--- config.mk ---
export PLATFORM = sky130hd
export DESIGN_NAME = disp_string_arbiter
export DESIGN_NICKNAME = d
export VERILOG_FILES = /design/src/rtl/disp_arb_pkg.sv /design/src/rtl/disp_string_arbiter_rr_pick.sv /design/src/rtl/disp_string_arbiter.sv
export SDC_FILE = /design/constraint.sdc
export NUM_CORES = 1
export LEC_CHECK = 0
export ABC_AREA = 1
export BUFFER_PORTS_ARGS = -buffer_cell sky130_fd_sc_hd__buf_2
export CAP_MARGIN = 0
export CELL_PAD_IN_SITES_DETAIL_PLACEMENT = 1
export CELL_PAD_IN_SITES_GLOBAL_PLACEMENT = 1
export CORE_MARGIN = 5
export CORE_UTILIZATION = 26
export DETAILED_ROUTE_END_ITERATION = 10
export HOLD_SLACK_MARGIN = 0.1
export PLACE_DENSITY = 0.86
export RECOVER_POWER = 25
export SETUP_SLACK_MARGIN = 0.5
export SLEW_MARGIN = 20
export SYNTH_ARGS = -nofsm -noshare
export SYNTH_HDL_FRONTEND = slang
export SYNTH_HIERARCHICAL = 1
export SYNTH_SLANG_ARGS = --single-unit
--- constraint.sdc ---
create_clock -name clk -period 2.45 [get_ports clk]
set_clock_uncertainty 0.05 [all_clocks]
set_input_delay 0.49 -clock clk [delete_from_list [all_inputs] [get_ports clk]]
set_output_delay 0.49 -clock clk [all_outputs]
set_load 0.005 [all_outputs]
--- src/rtl/disp_arb_pkg.sv ---
// Shared types and constants for the display-string arbiter.
package disp_arb_pkg;

  typedef enum logic [1:0] {
    IDLE  = 2'd0,
    START = 2'd1,
    RUN   = 2'd2,
    DONE  = 2'd3
  } state_t;

  localparam int MSG_W  = 64;
  localparam int BYTE_W = 8;

  // One-hot (up to 8 bits) to binary index; OR-encoding keeps it a flat mux.
  function automatic logic [2:0] onehot_to_idx(input logic [7:0] oh);
    logic [2:0] idx;
    idx = '0;
    for (int i = 0; i < 8; i++) begin
      if (oh[i]) idx = idx | 3'(i);
    end
    return idx;
  endfunction

endpackage

--- src/rtl/disp_string_arbiter_rr_pick.sv ---
// Winner picker for the display arbiter.
// Default: round-robin search upward from rr_ptr, wrapping modulo N_REQ.
// With DISP_ARB_FIXED_PRIO_EN defined: lowest set request bit wins, no pointer.
module rr_pick #(
  parameter int N_REQ = 4
) (
  input  logic [N_REQ-1:0]         req,
`ifndef DISP_ARB_FIXED_PRIO_EN
  input  logic [$clog2(N_REQ)-1:0] rr_ptr,
`endif
  output logic [N_REQ-1:0]         win,
  output logic                     vld
);

  // Scan requesters in priority order and keep the first one found.
  always_comb begin
    int idx;
    win = '0;
    vld = 1'b0;
    idx = 0;
    for (int off = 0; off < N_REQ; off++) begin
`ifndef DISP_ARB_FIXED_PRIO_EN
      idx = int'(rr_ptr) + off;
      if (idx >= N_REQ) idx = idx - N_REQ;
`else
      idx = off;
`endif
      if (!vld && req[idx]) begin
        win[idx] = 1'b1;
        vld      = 1'b1;
      end
    end
  end

endmodule

--- src/rtl/disp_string_arbiter.sv ---
// Shares one 8-byte string-display engine between N_REQ requesters.
// Latches the winner's message, pulses disp_go, waits out the engine run,
// then acks the winner. Define DISP_ARB_FIXED_PRIO_EN for fixed priority
// (lowest index wins) instead of round-robin.
//
// state | meaning
// IDLE  | no owner; pick a winner when any req is high
// START | disp_go pulse, message already latched
// RUN   | engine running; run_cnt counts up to DISP_CYCLES-1
// DONE  | ack pulse to owner; pointer advances; gnt clears on exit
module disp_string_arbiter
  import disp_arb_pkg::*;
#(
  parameter int N_REQ       = 4,
  parameter int DISP_CYCLES = 16,
  parameter int MSG_W       = disp_arb_pkg::MSG_W
) (
  input  logic                   clk,
  input  logic                   rst,
  input  logic [N_REQ-1:0]       req,
  input  logic [N_REQ*MSG_W-1:0] msg_in,
  output logic [N_REQ-1:0]       ack,
  output logic [N_REQ-1:0]       gnt,
  output logic                   busy,
  output logic                   disp_go,
  output logic [MSG_W-1:0]       disp_msg
);

  localparam int CNT_W = $clog2(DISP_CYCLES) + 1;

  state_t             state;
  state_t             state_nxt;
  logic [CNT_W-1:0]   run_cnt;
  logic [N_REQ-1:0]   win;
  logic               win_vld;
  logic [MSG_W-1:0]   win_msg;

`ifndef DISP_ARB_FIXED_PRIO_EN
  localparam int PTR_W = $clog2(N_REQ);
  logic [PTR_W-1:0] rr_ptr;
  logic [PTR_W-1:0] own_idx;

  assign own_idx = PTR_W'(onehot_to_idx(8'(gnt)));
`endif

  rr_pick #(.N_REQ(N_REQ)) u_pick (
    .req    (req),
`ifndef DISP_ARB_FIXED_PRIO_EN
    .rr_ptr (rr_ptr),
`endif
    .win    (win),
    .vld    (win_vld)
  );

  // Select the winner's message slice for latching.
  always_comb begin
    win_msg = '0;
    for (int i = 0; i < N_REQ; i++) begin
      if (win[i]) win_msg = msg_in[i*MSG_W +: MSG_W];
    end
  end

  // Next-state logic for the grant sequence.
  always_comb begin
    state_nxt = state;
    case (state)
      IDLE:    if (win_vld) state_nxt = START;
      START:   state_nxt = RUN;
      RUN:     if (run_cnt == CNT_W'(DISP_CYCLES - 1)) state_nxt = DONE;
      DONE:    state_nxt = IDLE;
      default: state_nxt = IDLE;
    endcase
  end

  // State, grant, message latch, run counter, ack and pointer registers.
  always_ff @(posedge clk) begin
    if (rst) begin
      state    <= IDLE;
      gnt      <= '0;
      disp_msg <= '0;
      run_cnt  <= '0;
      ack      <= '0;
`ifndef DISP_ARB_FIXED_PRIO_EN
      rr_ptr   <= '0;
`endif
    end else begin
      state <= state_nxt;
      ack   <= '0;
      case (state)
        IDLE: begin
          if (win_vld) begin
            gnt      <= win;
            disp_msg <= win_msg;
          end
        end
        START: run_cnt <= CNT_W'(1);
        RUN: begin
          run_cnt <= run_cnt + 1'b1;
          if (state_nxt == DONE) ack <= gnt;
        end
        DONE: begin
          gnt <= '0;
`ifndef DISP_ARB_FIXED_PRIO_EN
          rr_ptr <= (own_idx == PTR_W'(N_REQ - 1)) ? '0 : own_idx + 1'b1;
`endif
        end
        default: ;
      endcase
    end
  end

  assign disp_go = (state == START);
  assign busy    = (state != IDLE);

endmodule
After elaboration in Yosys (flattened, before gate mapping) --
Cells that the tools add are included.
Operators by class: add/subtract/negate cells 9, magnitude comparators 12, eq/ne operators 7, muxes and demuxes 46, bitwise logic cells 5, reductions and logical operators 17
Operator list (number):
- $mux 64 | 4
- $ge 32x1->1 const B | 4
- $lt 32x4->1 const B | 4
- $mux 32 | 4
- $ge 32x4->1 const B | 3
- $sub 32x4->32 const B | 3
- $mux 4 | 5
- $mux 1 | 17
- $or 4x4->4 | 3
- $mux 2 | 5
- $pmux 5 s2 | 1
- $bmux 1 s2 | 4
- $demux 1 s2 | 4
- $eq 2x2->1 const B | 4
- $pmux 2 s4 | 1
- $pmux 4 s2 | 1
- $logic_and 1x1->1 | 7
- $add 2x2->3 const B | 2
- $reduce_bool 2->1 | 3
- $add 5x1->5 const B | 1
- $eq 5x4->1 const B | 1
- $reduce_and 2->1 | 2
- $sub 2x3->4 const B | 1
- $add 2x1->3 const B | 1
- 8 further kinds | 11
Word-level totals: register bits 81, bits of input ports 262, output and inout port bits 74, logic and storage cells 102

Logic depth before layout (Yosys ltp) --
depth after elaboration 20, depth in mapped cells 17, depth with buffers taken out 16

Hierarchy --
Netlist, hierarchy kept.
Modules (own cells, without submodules):
- disp_string_arbiter | times used 1, cells an instance 924, area an instance 5400.2 µm²
- rr_pick | times used 1, cells an instance 78, area an instance 444.2 µm²

Worst setup path before layout --
No wires, ideal clock.
kind flip-flop to flip-flop, from reg rr_ptr[0], to reg disp_msg[19], library setup time 132 ps, arrival 2216 ps, path slack 52 ps, cell stages (with the launch flop) 15, path buffers 2, clock period less this slack 2398 ps, cell sequence dfxtp_1 > inv_2 > ha_1 > inv_1 > nand3_1 > nand2_1 > nand2_2 > nor2_4 > nand3_1 > nand2_1 > buf_2 > clkbuf_1 > a21oi_1 > nand2_1 > a21oi_1
RTL lines:
- start, declared | RTL line disp_string_arbiter.sv:40 | logic [PTR_W-1:0] rr_ptr;
- start signal, assigned | RTL line disp_string_arbiter.sv:104 | rr_ptr <= (own_idx == PTR_W'(N_REQ - 1)) ? '0 : own_idx + 1'b1;
- branches (longest 14 deep; another with $sub 32x4->32)
- $mux 4 (*) | RTL line disp_string_arbiter_rr_pick.sv:28 | if (!vld && req[idx]) begin
- named net win[3] | RTL line disp_string_arbiter.sv:34 | logic [N_REQ-1:0] win;
- $mux 64 (*) | RTL line disp_string_arbiter.sv:59 | if (win[i]) win_msg = msg_in[i*MSG_W +: MSG_W];
- end signal, assigned | RTL line disp_string_arbiter.sv:93 | disp_msg <= win_msg;
- end, declared | RTL line disp_string_arbiter.sv:26 | output logic [MSG_W-1:0] disp_msg
Mark *: on every way through the listed nets, which the timed path passes. The select of a mux whose other input is x is not followed. A chain may end at the register's enable or synchronous reset.

Worst setup path after layout --
from reg rr_ptr[0], to reg disp_msg[33]
On the way: cells in the longest elaborated chain, start to end 19
RTL lines (RTL line):
- branches (longest 14 deep; another with $sub 32x4->32)
- $mux 4 (*) | disp_string_arbiter_rr_pick.sv:28
- named net win[0] | disp_string_arbiter.sv:34
- $mux 64 (*) (4 in series) | disp_string_arbiter.sv:59
Marks and branches as above.

==> results.md <==
* Tmin final at 2.43 ns
* Largest net degree at the start of global routing at 56
* Final instance area at 0.00957 sq mm
* Hold buffer count at cts at 0
* Final Hold Vio Count at 0
* Hold wc startpoint: disp_msg[24]
* Max Clk Rate at 411 MHz
* Number of global-route vias before repair at 8275
* Hold WC Path Type: reg -> reg
* Die H at 160 um
* Final worst path period share at 0.992
* R2R setup slack at 0.02 ns
* Synthesized area at 0.00584 sq mm
* R2R Path Start: rr_ptr[0]
* GRT Residual Overflow at 0
* Slew @ Worst Pin at 0.406 ns
* RSZ-0062 raised after global routing: true
* Initial antenna violation count at 4
* Setup TNS at 0 ns
* Cell variety after synth at 26
* CTS H-tree depth at 3
* Dpl hpwl at 19900 um
* Status: finished clean
* Hold Path End: disp_msg[24]
* Dominant cell type by area after synthesis: dfxtp_1
* Final Wtd Congestion at 0.919
* Worst-Skew Late Latency at 0.34 ns
* P_leak at 5.05 nW
* Critical path class: reg -> reg
* Vias/cell at 5.05
* Mapped Cells at 1002
* Crit path arrival time at 2.65 ns
* CTS tree: built
* Commonest non-fill, non-tap cells in the layout: 391 x nand2_1, 304 x buf_2, 187 x a21oi_1
* Seq. cell area at 0.00163 sq mm
* VDD IR max at 0.551 mV
* DR vias at 8305
* Clk Tree Root Cell: clkbuf_16
* Slew HR at 0.729
* Post-route ant nets at 0
* Die area at 0.0256 sq mm
* DRT Pass-1 Iters at 5
* Cell area power density at 1350 mW/mm^2
* Area growth from synthesis to layout at 63.7%
* DR WL/cell at 20.2 um
* Yosys reg bits at 81
* Crit path launch type: flop
* Total CTS buffers at 9
* Initial core utilization at 0.266
* Capturing point of the worst reg2reg path: disp_msg[33]
* # rows at 54
* Detailed Route WL at 33200 um
* Multi-input logic area at 0.00380 sq mm
* Post-Syn Nets at 1278
* DRC viols at 0
* Finished Layout Cells at 1645
* Post-Syn Area per Cell at 5.83 sq um
* Top-Level Pins at 336
* Worst path required time at 2.67 ns
* Max Cap Viol at 0
* Reg clk slew, reported paths at 0.07 ns
* Tot Pwr at 0.0130 W
* Commonest non-fill, non-tap cell in the layout: nand2_1
* IO buf count at 335
* Fillcell total at 2914
* Post-synthesis sequential area ratio at 0.277
* EDFF count, synth at 0
* Clock sink total at 81
* Fin. max-slew vios at 0
* Ys flop type: dfxtp_1
* First-pass GRT wire length at 44300 um
* Crit Path Max Fanout at 6
* Synth warn at 6
* Hold Path Cell Cnt at 2
* Ys async rst share at 0
* All-layer global routing usage at 0.213
* Core Box Area at 0.0220 sq mm
* Nets@finish at 1636
* DR iter-0 viols at 520
* Dpl cell area at 0.00789 sq mm
* Final setup violation count at 0
* CTS Buffer Depth at 2
* Layout cells sized above 1 at 0.359
* Crit end category: flop
* Placed cells at 1577
* Reg2Reg Depth at 17
* Top-area cell type share of the netlist area at 0.277
* Chip width at 160 um
* Synth area leaders: dfxtp_1 28%, nand2_1 27%, a21oi_1 17%
flip-flops by register name, summed over array words and instances (netlist names):
name and flops:
state 2, ack 4, run_cnt 5, disp_msg 64, gnt 4, rr_ptr 2
critical path, stage by stage, from the launching register on:
cell	delay, ns
dfxtp_4	0.39
inv_8	0.05
ha_4	0.28
nand3_2	0.09
nand2_4	0.11
nand2_4	0.06
nor2_4	0.15
buf_4	0.14
nand3_2	0.11
nand2_4	0.16
buf_12	0.14
clkbuf_16	0.16
nand3_1	0.09
nand2_1	0.07
nand2_1	0.05
nand2_1	0.07
nand2_1	0.05
a21oi_1	0.11
logic make-up (layout without fill, tap and decap cells):
group,Yosys count,after routing,share of synthesized area
AO/OA/AOI/OAI,211,211,0.182
XOR/XNOR,1,1,0.00150
adder cells (fa/ha/maj),14,14,0.0300
buffers and inverters,159,521,0.136
flip-flops,81,81,0.277
other,0,1,0
AND/OR/NAND/NOR,536,536,0.373
layer usage:
layer,track usage,vias up,share of wire
met5,0,-,0.0012
met4,0.0653,6,0.027
met3,0.0539,68,0.076
met2,0.379,353,0.50
met1,0.251,3977,0.40
li1,-,3901,-
repair_timing:
item | 4_1_cts | 5_1_grt
pin swaps | 5 | 19
setup endpoints to repair | 72 | 74
cloned | 9 | 19
hold endpoints to repair | 0 | 0
buffers inserted | 12 | 12
gates resized for setup | 35 | 87
through the flow:
| stage | setup slack [ns] | hold slack (ns) | util |
|---|---|---|---|
| global route | -0.104 | 0.430 | 0.436 |
| CTS | 0.187 | 0.414 | 0.396 |
| global placement | 0.174 | 0.399 | 0.359 |
| finish | 0.0198 | 0.414 | 0.436 |
| detailed placement | 0.104 | 0.404 | 0.359 |
| floorplan | 0.444 | 0.388 | - |
worst max path at each step:
stage / start / endpoint / slack [ns] / cells after the start
floorplan: rr_ptr[1] / disp_msg[42] / 0.44 / 17
global placement: req[1] / disp_msg[59] / 0.17 / 17
detailed placement: req[1] / disp_msg[59] / 0.10 / 17
CTS: rr_ptr[0] / disp_msg[31] / 0.19 / 18
global route: rr_ptr[0] / disp_msg[33] / -0.10 / 18
finish: rr_ptr[0] / disp_msg[33] / 0.02 / 17
synthesized netlist by cell type (2+ instances only):
master,number
nand2_2,3
buf_2,27
clkbuf_1,11
inv_2,3
nand3_1,81
o21ai_0,6
nor2_1,17
a21oi_1,202
inv_1,87
buf_1,5
nand3_4,2
nor3_1,3
buf_6,18
dfxtp_1,81
buf_4,8
nand2_1,425
ha_1,14
layout make-up:
type / count / area share
sequential: 81 / 0.170
tap: 280 / 0.0366
multi-input combinational: 762 / 0.397
clock inverter: 5 / 0.00837
timing repair buffer: 416 / 0.323
antenna: 1 / 0.000262
clock buffer: 10 / 0.0239
inverter: 90 / 0.0404
where the power goes:
part / switching [W] / internal, W / leakage [nW]
Sequential: 0.000347 / 0.00191 / 0.665
Clock: 0.000585 / 0.000890 / 0.153
Combinational: 0.00516 / 0.00407 / 4.23
Total: 0.00609 / 0.00687 / 5.05
(Power assumes the default switching activity.)
